## config.mk

```make
export PLATFORM = sky130hd
export DESIGN_NAME = pe_sad_acc
export DESIGN_NICKNAME = d
export VERILOG_FILES = /design/src/rtl/pe_sad_pkg.sv /design/src/rtl/pe_cb_bank.sv /design/src/rtl/pe_sad_acc.sv
export SDC_FILE = /design/constraint.sdc
export NUM_CORES = 1
export LEC_CHECK = 0
export ABC_AREA = 1
export BUFFER_PORTS_ARGS = -buffer_cell sky130_fd_sc_hd__buf_2
export CAP_MARGIN = 20
export CELL_PAD_IN_SITES_DETAIL_PLACEMENT = 0
export CELL_PAD_IN_SITES_GLOBAL_PLACEMENT = 1
export CORE_UTILIZATION = 43
export CTS_CLUSTER_SIZE = 30
export DETAILED_ROUTE_END_ITERATION = 7
export MAX_ROUTING_LAYER = met4
export PLACE_DENSITY_LB_ADDON = 0.3
export SYNTH_ARGS = -nofsm -noshare
export SYNTH_HDL_FRONTEND = slang
export SYNTH_HIERARCHICAL = 1
export SYNTH_SLANG_ARGS = --single-unit
```

## constraint.sdc

```tcl
create_clock -name clk -period 3.1 [get_ports clk]
set_input_delay 0.155 -clock clk [delete_from_list [all_inputs] [get_ports clk]]
set_output_delay 0.155 -clock clk [all_outputs]
set_load 0.01 [all_outputs]
```

## src/rtl/pe_sad_pkg.sv

```systemverilog
// Shared definitions for the SAD processing element: reference-source
// encodings, accumulator FSM states and the accumulator width helper.
package pe_sad_pkg;

    localparam logic [1:0] REF_UP1 = 2'b00;
    localparam logic [1:0] REF_UP8 = 2'b01;
    localparam logic [1:0] REF_DN1 = 2'b10;
    localparam logic [1:0] REF_DN8 = 2'b11;

    typedef enum logic {
        IDLE = 1'b0,
        ACC  = 1'b1
    } acc_state_e;

    // One guard bit on top of log2(window) keeps ACC_LEN*(2^PIXEL_W-1) in range.
    function automatic int acc_width(input int pixel_w, input int acc_len);
        return pixel_w + $clog2(acc_len) + 1;
    endfunction

endpackage

```

## src/rtl/pe_cb_bank.sv

```systemverilog
// Ping-pong current-block storage: writes go to the shadow bank while the
// active bank feeds the comparator; a swap flips which bank is active.
module pe_cb_bank #(
    parameter int PIXEL_W = 8,
    parameter int NUM_CB  = 4,
    parameter int IDX_W   = $clog2(NUM_CB)
) (
    input  logic               clk,
    input  logic               rst_n,
    input  logic               i_we,
    input  logic [IDX_W-1:0]   i_idx,
    input  logic [PIXEL_W-1:0] i_data,
    input  logic               i_swap,
    input  logic [IDX_W-1:0]   i_rd_idx,
    output logic [PIXEL_W-1:0] o_rd_data
);

    logic [PIXEL_W-1:0] r_bank_a [NUM_CB];
    logic [PIXEL_W-1:0] r_bank_b [NUM_CB];
    logic               r_active;

    // The write uses the pre-swap active bit, so a write coinciding with a
    // swap lands in the bank that is about to become active.
    always_ff @(posedge clk or negedge rst_n) begin
        if (!rst_n) begin
            for (int i = 0; i < NUM_CB; i++) begin
                r_bank_a[i] <= '0;
                r_bank_b[i] <= '0;
            end
            r_active <= 1'b0;
        end else begin
            if (i_we) begin
                if (r_active)
                    r_bank_a[i_idx] <= i_data;
                else
                    r_bank_b[i_idx] <= i_data;
            end
            if (i_swap)
                r_active <= ~r_active;
        end
    end

    assign o_rd_data = r_active ? r_bank_b[i_rd_idx] : r_bank_a[i_rd_idx];

endmodule

```

## src/rtl/pe_sad_acc.sv

```systemverilog
// Motion-estimation PE: reference mux, absolute difference against the
// active current-block bank, and a pipelined windowed SAD accumulator.
module pe_sad_acc
    import pe_sad_pkg::*;
#(
    parameter int PIXEL_W = 8,
    parameter int NUM_CB  = 4,
    parameter int ACC_LEN = 16,
    parameter int IDX_W   = $clog2(NUM_CB),
    parameter int ACC_W   = acc_width(PIXEL_W, ACC_LEN)
) (
    input  logic               clk,
    input  logic               rst_n,
    input  logic [PIXEL_W-1:0] i_cur_in,
    input  logic               i_cur_we,
    input  logic [IDX_W-1:0]   i_cur_idx,
    output logic [PIXEL_W-1:0] o_cur_fwd,
    output logic               o_cur_fwd_we,
    input  logic               i_bank_swap,
    input  logic [PIXEL_W-1:0] i_ref_up1,
    input  logic [PIXEL_W-1:0] i_ref_up8,
    input  logic [PIXEL_W-1:0] i_ref_dn1,
    input  logic [PIXEL_W-1:0] i_ref_dn8,
    input  logic               i_ref_en,
    input  logic [1:0]         i_ref_sel,
    output logic [PIXEL_W-1:0] o_ref_pix,
    input  logic [IDX_W-1:0]   i_cmp_idx,
    input  logic               i_cmp_valid,
    input  logic               i_acc_start,
    output logic [PIXEL_W-1:0] o_abs_out,
    output logic [ACC_W-1:0]   o_sad_out,
    output logic               o_sad_valid
);

    localparam int             CNT_W    = $clog2(ACC_LEN);
    localparam logic [CNT_W-1:0] CNT_LAST = CNT_W'(ACC_LEN - 1);

    logic [PIXEL_W-1:0] w_ref_src;
    logic [PIXEL_W-1:0] w_cur_pix;
    logic [PIXEL_W-1:0] r_ref_pix;
    logic [PIXEL_W-1:0] r_cur_fwd;
    logic               r_cur_fwd_we;
    logic [PIXEL_W-1:0] r_d1;
    logic               r_v1;
    logic               r_s1;
    logic [ACC_W-1:0]   w_d1_ext;
    logic [ACC_W-1:0]   w_sum;
    acc_state_e         r_state;
    acc_state_e         w_state_next;
    logic [ACC_W-1:0]   r_acc;
    logic [ACC_W-1:0]   w_acc_next;
    logic [CNT_W-1:0]   r_cnt;
    logic [CNT_W-1:0]   w_cnt_next;
    logic [ACC_W-1:0]   r_sad;
    logic [ACC_W-1:0]   w_sad_next;
    logic               r_sad_valid;
    logic               w_sad_valid_next;

    pe_cb_bank #(
        .PIXEL_W (PIXEL_W),
        .NUM_CB  (NUM_CB),
        .IDX_W   (IDX_W)
    ) u_bank (
        .clk       (clk),
        .rst_n     (rst_n),
        .i_we      (i_cur_we),
        .i_idx     (i_cur_idx),
        .i_data    (i_cur_in),
        .i_swap    (i_bank_swap),
        .i_rd_idx  (i_cmp_idx),
        .o_rd_data (w_cur_pix)
    );

    always_comb begin
        case (i_ref_sel)
            REF_UP1: w_ref_src = i_ref_up1;
            REF_UP8: w_ref_src = i_ref_up8;
            REF_DN1: w_ref_src = i_ref_dn1;
            default: w_ref_src = i_ref_dn8;
        endcase
    end

    assign o_abs_out = (w_cur_pix >= r_ref_pix) ? (w_cur_pix - r_ref_pix)
                                                : (r_ref_pix - w_cur_pix);
    assign w_d1_ext  = ACC_W'(r_d1);
    assign w_sum     = r_acc + w_d1_ext;

    always_ff @(posedge clk or negedge rst_n) begin
        if (!rst_n) begin
            r_ref_pix    <= '0;
            r_cur_fwd    <= '0;
            r_cur_fwd_we <= 1'b0;
            r_d1         <= '0;
            r_v1         <= 1'b0;
            r_s1         <= 1'b0;
        end else begin
            if (i_ref_en)
                r_ref_pix <= w_ref_src;
            if (i_cur_we)
                r_cur_fwd <= i_cur_in;
            r_cur_fwd_we <= i_cur_we;
            r_d1         <= o_abs_out;
            r_v1         <= i_cmp_valid;
            r_s1         <= i_acc_start & i_cmp_valid;
        end
    end

    always_ff @(posedge clk or negedge rst_n) begin
        if (!rst_n)
            r_state <= IDLE;
        else
            r_state <= w_state_next;
    end

    always_comb begin
        w_state_next = r_state;
        case (r_state)
            IDLE:    if (r_v1 && r_s1) w_state_next = ACC;
            ACC:     if (r_v1 && !r_s1 && r_cnt == CNT_LAST) w_state_next = IDLE;
            default: w_state_next = IDLE;
        endcase
    end

    // A start seen while accumulating discards the partial sum silently.
    always_comb begin
        w_acc_next       = r_acc;
        w_cnt_next       = r_cnt;
        w_sad_next       = r_sad;
        w_sad_valid_next = 1'b0;
        case (r_state)
            IDLE: begin
                if (r_v1 && r_s1) begin
                    w_acc_next = w_d1_ext;
                    w_cnt_next = CNT_W'(1);
                end
            end
            ACC: begin
                if (r_v1) begin
                    if (r_s1) begin
                        w_acc_next = w_d1_ext;
                        w_cnt_next = CNT_W'(1);
                    end else if (r_cnt == CNT_LAST) begin
                        w_sad_next       = w_sum;
                        w_sad_valid_next = 1'b1;
                        w_acc_next       = '0;
                        w_cnt_next       = '0;
                    end else begin
                        w_acc_next = w_sum;
                        w_cnt_next = r_cnt + CNT_W'(1);
                    end
                end
            end
            default: begin
                w_acc_next = '0;
                w_cnt_next = '0;
            end
        endcase
    end

    always_ff @(posedge clk or negedge rst_n) begin
        if (!rst_n) begin
            r_acc       <= '0;
            r_cnt       <= '0;
            r_sad       <= '0;
            r_sad_valid <= 1'b0;
        end else begin
            r_acc       <= w_acc_next;
            r_cnt       <= w_cnt_next;
            r_sad       <= w_sad_next;
            r_sad_valid <= w_sad_valid_next;
        end
    end

    assign o_ref_pix    = r_ref_pix;
    assign o_cur_fwd    = r_cur_fwd;
    assign o_cur_fwd_we = r_cur_fwd_we;
    assign o_sad_out    = r_sad;
    assign o_sad_valid  = r_sad_valid;

endmodule

```

==> impl_metrics.xml <==
<?xml version="1.0" encoding="UTF-8"?>
<metrics>
  <group name="clock_network">
    <metric name="cts_max_path_buffers" unit="">2</metric>
    <metric name="cts_tree" unit="">built</metric>
    <metric name="cts_hold_buffers" unit="">14</metric>
    <metric name="post_cts_buffers" unit="">0</metric>
    <metric name="cts_buffers" unit="">17</metric>
    <metric name="clk_latency" unit="ps">420</metric>
    <metric name="cts-root-buf" unit="">clkbuf_16</metric>
    <metric name="cts.clk_slew.worst_paths" unit="ps">60</metric>
    <metric name="post_cts_resized" unit="">0</metric>
    <metric name="cts_h_tree_lvls" unit="">4</metric>
    <metric name="numClockSinks" unit="">124</metric>
  </group>
  <group name="worst_setup_path">
    <metric name="crit_path_cell_trace" unit="">inv_1, nand2_1, nand2_1, inv_1, ha_1, fa_1, o21ai_2, o21ai_1, nand2_2, inv_2, nand2_1, nand2_1, buf_2</metric>
    <metric name="critical_path.slowest_cell" unit="">fa_1</metric>
    <metric name="timing.rr.start" unit="">u_bank/r_active</metric>
    <metric name="crit_family" unit="">adder cells</metric>
    <metric name="reg2reg_setup_slack" unit="ps">790</metric>
    <metric name="peak_fanout_along_the_critical_path" unit="">10</metric>
    <metric name="critical-path-max-stage-delay" unit="ps">430</metric>
    <metric name="worst-path-buf-inv" unit="">4</metric>
    <metric name="critPathLaunch" unit="">u_bank/r_active</metric>
    <metric name="crit_type" unit="">flip-flop to primary output</metric>
    <metric name="arrival" unit="ps">2740</metric>
    <metric name="crit_path_frequent_cell" unit="">nand2_1</metric>
    <metric name="reg2reg_depth" unit="">12</metric>
    <metric name="crit-reg2reg-capture" unit="">r_d1[5]</metric>
    <metric name="crit_path_end_kind" unit="">primary output</metric>
    <metric name="critical_path.startpoint_type" unit="">flip-flop</metric>
    <metric name="worst-endpoint-required" unit="ps">2940</metric>
  </group>
  <group name="synth">
    <metric name="synth_cells" unit="">935</metric>
    <metric name="synthTopCellsByCount" unit="">345 x nand2_1, 134 x inv_1, 124 x dfrtp_1, 78 x nand3_1, 74 x o21ai_0</metric>
    <metric name="synthArstFlopShare" unit="%">100</metric>
    <metric name="ys_ff_latch" unit="">124</metric>
    <metric name="mean_syn_cell_area" unit="um2">7.47</metric>
    <metric name="synth-edff-count" unit="">0</metric>
    <metric name="yosys.area.top_type" unit="">dfrtp_1</metric>
    <metric name="synth_top_cell_area_share" unit="%">44.4</metric>
    <metric name="synth_fp_nets" unit="">1015</metric>
    <metric name="leading_cell_types_by_total_area_after_synthesis" unit="">dfrtp_1 44%, nand2_1 19%, inv_1 7.2%, nand3_1 5.6%, o21ai_0 5.3%</metric>
    <metric name="ys_warn_count" unit="">6</metric>
    <metric name="ys_types" unit="">36</metric>
    <metric name="synthMostInstantiatedCell" unit="">nand2_1</metric>
    <metric name="synth-seq-area-share" unit="%">44.4</metric>
    <metric name="synth_top_flop_cell" unit="">dfrtp_1</metric>
    <metric name="netlist_area" unit="um2">6980</metric>
  </group>
  <group name="placed_design">
    <metric name="number_of_i_o_port_buffers" unit="">91</metric>
    <metric name="dp.final_hpwl" unit="mm">12.4</metric>
    <metric name="final_replace_weighted_congestion" unit="">0.865</metric>
  </group>
  <group name="pwr">
    <metric name="total_switching_power" unit="W">0.00333</metric>
    <metric name="cellInternalPower" unit="W">0.00502</metric>
    <metric name="powerDensity" unit="nW/um2">996</metric>
    <metric name="power_frac_seq" unit="%">31.3</metric>
    <metric name="part_of_the_total_power_dissipated_in_combinational_logic" unit="%">42.5</metric>
    <metric name="p_sw_share" unit="%">39.9</metric>
    <metric name="power.clock.fraction" unit="%">26.2</metric>
    <metric name="ir_drop" unit="mV">0.415</metric>
    <metric name="static-leakage-power" unit="nW">4.63</metric>
  </group>
  <group name="final_layout">
    <metric name="antenna_cells_inserted" unit="">0</metric>
    <metric name="utilization" unit="%">52.8</metric>
    <metric name="area_growth" unit="%">20.1</metric>
    <metric name="drive_above_1_share" unit="%">15.0</metric>
    <metric name="nNetsFinal" unit="">1114</metric>
  </group>
  <group name="floorplanning">
    <metric name="initial_core_util" unit="%">44.0</metric>
    <metric name="die_height" unit="um">129</metric>
    <metric name="core_region_area" unit="um2">15900</metric>
    <metric name="num_rows" unit="">46</metric>
    <metric name="num_io_pins" unit="">92</metric>
    <metric name="die_width" unit="um">129</metric>
    <metric name="die_area" unit="um2">16700</metric>
  </group>
  <group name="min_path">
    <metric name="hold_path_end" unit="">u_bank/r_bank_a[0]</metric>
    <metric name="min_from" unit="">i_cur_in[0]</metric>
    <metric name="worstHoldPathCells" unit="">3</metric>
    <metric name="hold_path.class" unit="">input pin to flip-flop</metric>
  </group>
  <group name="sta">
    <metric name="timing.final.setup_violations" unit="">0</metric>
    <metric name="hold_viol_final" unit="">0</metric>
    <metric name="max_slew.worst_pin.slew" unit="ps">664</metric>
    <metric name="final_min_period_over_clock_period" unit="%">93.5</metric>
    <metric name="timing.slew.headroom" unit="%">55.6</metric>
    <metric name="setup_tns" unit="ps">0</metric>
    <metric name="finalCriticalPeriod" unit="ps">2900</metric>
    <metric name="final.setup_skew" unit="ps">9.61</metric>
    <metric name="drv_slew" unit="">0</metric>
    <metric name="max_freq" unit="GHz">0.345</metric>
    <metric name="rsz0062_at_grt" unit="">no</metric>
  </group>
  <group name="detailed_routing">
    <metric name="detail_route.wirelength" unit="mm">17.3</metric>
    <metric name="wire_per_inst" unit="um">13.7</metric>
    <metric name="detail_route.iter0.violations" unit="">402</metric>
    <metric name="1st_pass_router_iterations" unit="">5</metric>
    <metric name="post_drt_via_cell_ratio" unit="">4.78</metric>
    <metric name="post-route-drc-count" unit="">0</metric>
    <metric name="drtAntennaViolNets" unit="">0</metric>
    <metric name="route.vias.total" unit="">6031</metric>
  </group>
  <group name="global_route">
    <metric name="grt_max_degree" unit="">45</metric>
    <metric name="first_global_vias" unit="">5898</metric>
    <metric name="antenna_found_initial" unit="">0</metric>
    <metric name="grt_first_pass_wirelength" unit="mm">29.1</metric>
    <metric name="grt.total_usage" unit="%">23.3</metric>
    <metric name="overflow" unit="">0</metric>
  </group>
  <group name="status">
    <metric name="result_of_the_run" unit="">completed</metric>
  </group>
  <group name="run">
    <metric name="maxCapViolCount" unit="">0</metric>
  </group>
</metrics>
==> kinds of logic after synthesis <==
| kind of cell | share of synthesized area, % |
|---|---|
| compound gates | 9.21 |
| xor+xnor | 1.76 |
| fa+ha+maj | 5.16 |
| buf+inv | 10.5 |
| flops | 44.4 |
| mux | 1.29 |
| simple gates | 27.6 |
==> tightest hold or removal path: cells and delay by family <==
| family | cells | cell delay, ps |
|---|---|---|
| AND/OR/NAND/NOR | 1 | 50 |
| buffers and inverters | 1 | 110 |
| AO/OA/AOI/OAI | 1 | 60 |
==> cells in the final DEF (no fill, tap or decap), drive strengths merged, types with 5 or more instances in the layout <==
cell / n
nor2: 33
dfrtp: 124
clkinv: 8
clkbuf: 18
dlygate4sd3: 14
nand3: 79
a21oi: 17
o22ai: 7
buf: 99
bufinv: 5
ha: 24
nand2: 348
mux2: 8
inv: 142
xor2: 13
o21ai: 85
==> sequential cells by signal (all words and copies together) (netlist names) <==
| signal | count |
|---|---|
| u_bank/r_bank_a | 32 |
| u_bank/r_bank_b | 32 |
| o_sad_out | 13 |
| r_acc | 13 |
| o_cur_fwd | 8 |
| o_ref_pix | 8 |
| r_d1 | 8 |
| r_cnt | 4 |
| o_cur_fwd_we | 1 |
| o_sad_valid | 1 |
| r_s1 | 1 |
| r_state | 1 |
| r_v1 | 1 |
| u_bank/r_active | 1 |
==> power groups by stage <==
stage | Sequential, W | Combinational [W] | Clock [W]
2_1_floorplan | 0.00257 | 0.00259 | 0
3_3_place_gp | 0.00263 | 0.00351 | 0
3_5_place_dp | 0.00263 | 0.00354 | 0
4_1_cts | 0.00262 | 0.00357 | 0.00223
5_1_grt | 0.00270 | 0.00410 | 0.00230
6_report | 0.00262 | 0.00355 | 0.00219
==> layout make-up <==
class / count / area (um2)
clock inverter: 14 / 218
tap: 216 / 270
clock buffer: 18 / 439
inverter: 141 / 529
multi-input combinational: 637 / 3140
fill: 1580 / 7500
sequential: 124 / 3100
timing repair buffer: 113 / 683
==> metrics by stage <==
step | hold slack (ps) | cells | cell area (um2) | setup WS, ps | total power (W)
finish | 7.26 | 1263 | 8390 | 203 | 0.00835
global route | 16.8 | 1263 | 8390 | 1.34 | 0.00910
CTS | 1.21 | 1263 | 8390 | 180 | 0.00842
detailed placement | 208 | 1217 | 7590 | 309 | 0.00617
global placement | 199 | 1217 | 7590 | 370 | 0.00614
floorplan | -141 | 935 | 6980 | 787 | 0.00516
==> layer usage <==
layer	GRT usage [%]	wire length [um]	vias to the layer above
met2	37.9	8310	130
met5	-	0	-
li1	-	-	3129
met1	29.7	8210	2757
met4	7.39	206	0
met3	3.88	550	15
==> how the worst max path moves through the flow <==
stage,endpoint,cells after the start,slack (ps)
detailed placement,o_abs_out[5],16,310
global route,o_abs_out[4],13,1
global placement,o_abs_out[5],16,370
finish,o_abs_out[4],13,200
floorplan,o_abs_out[7],16,790
CTS,o_abs_out[5],13,180
(Power assumes the default switching activity.)
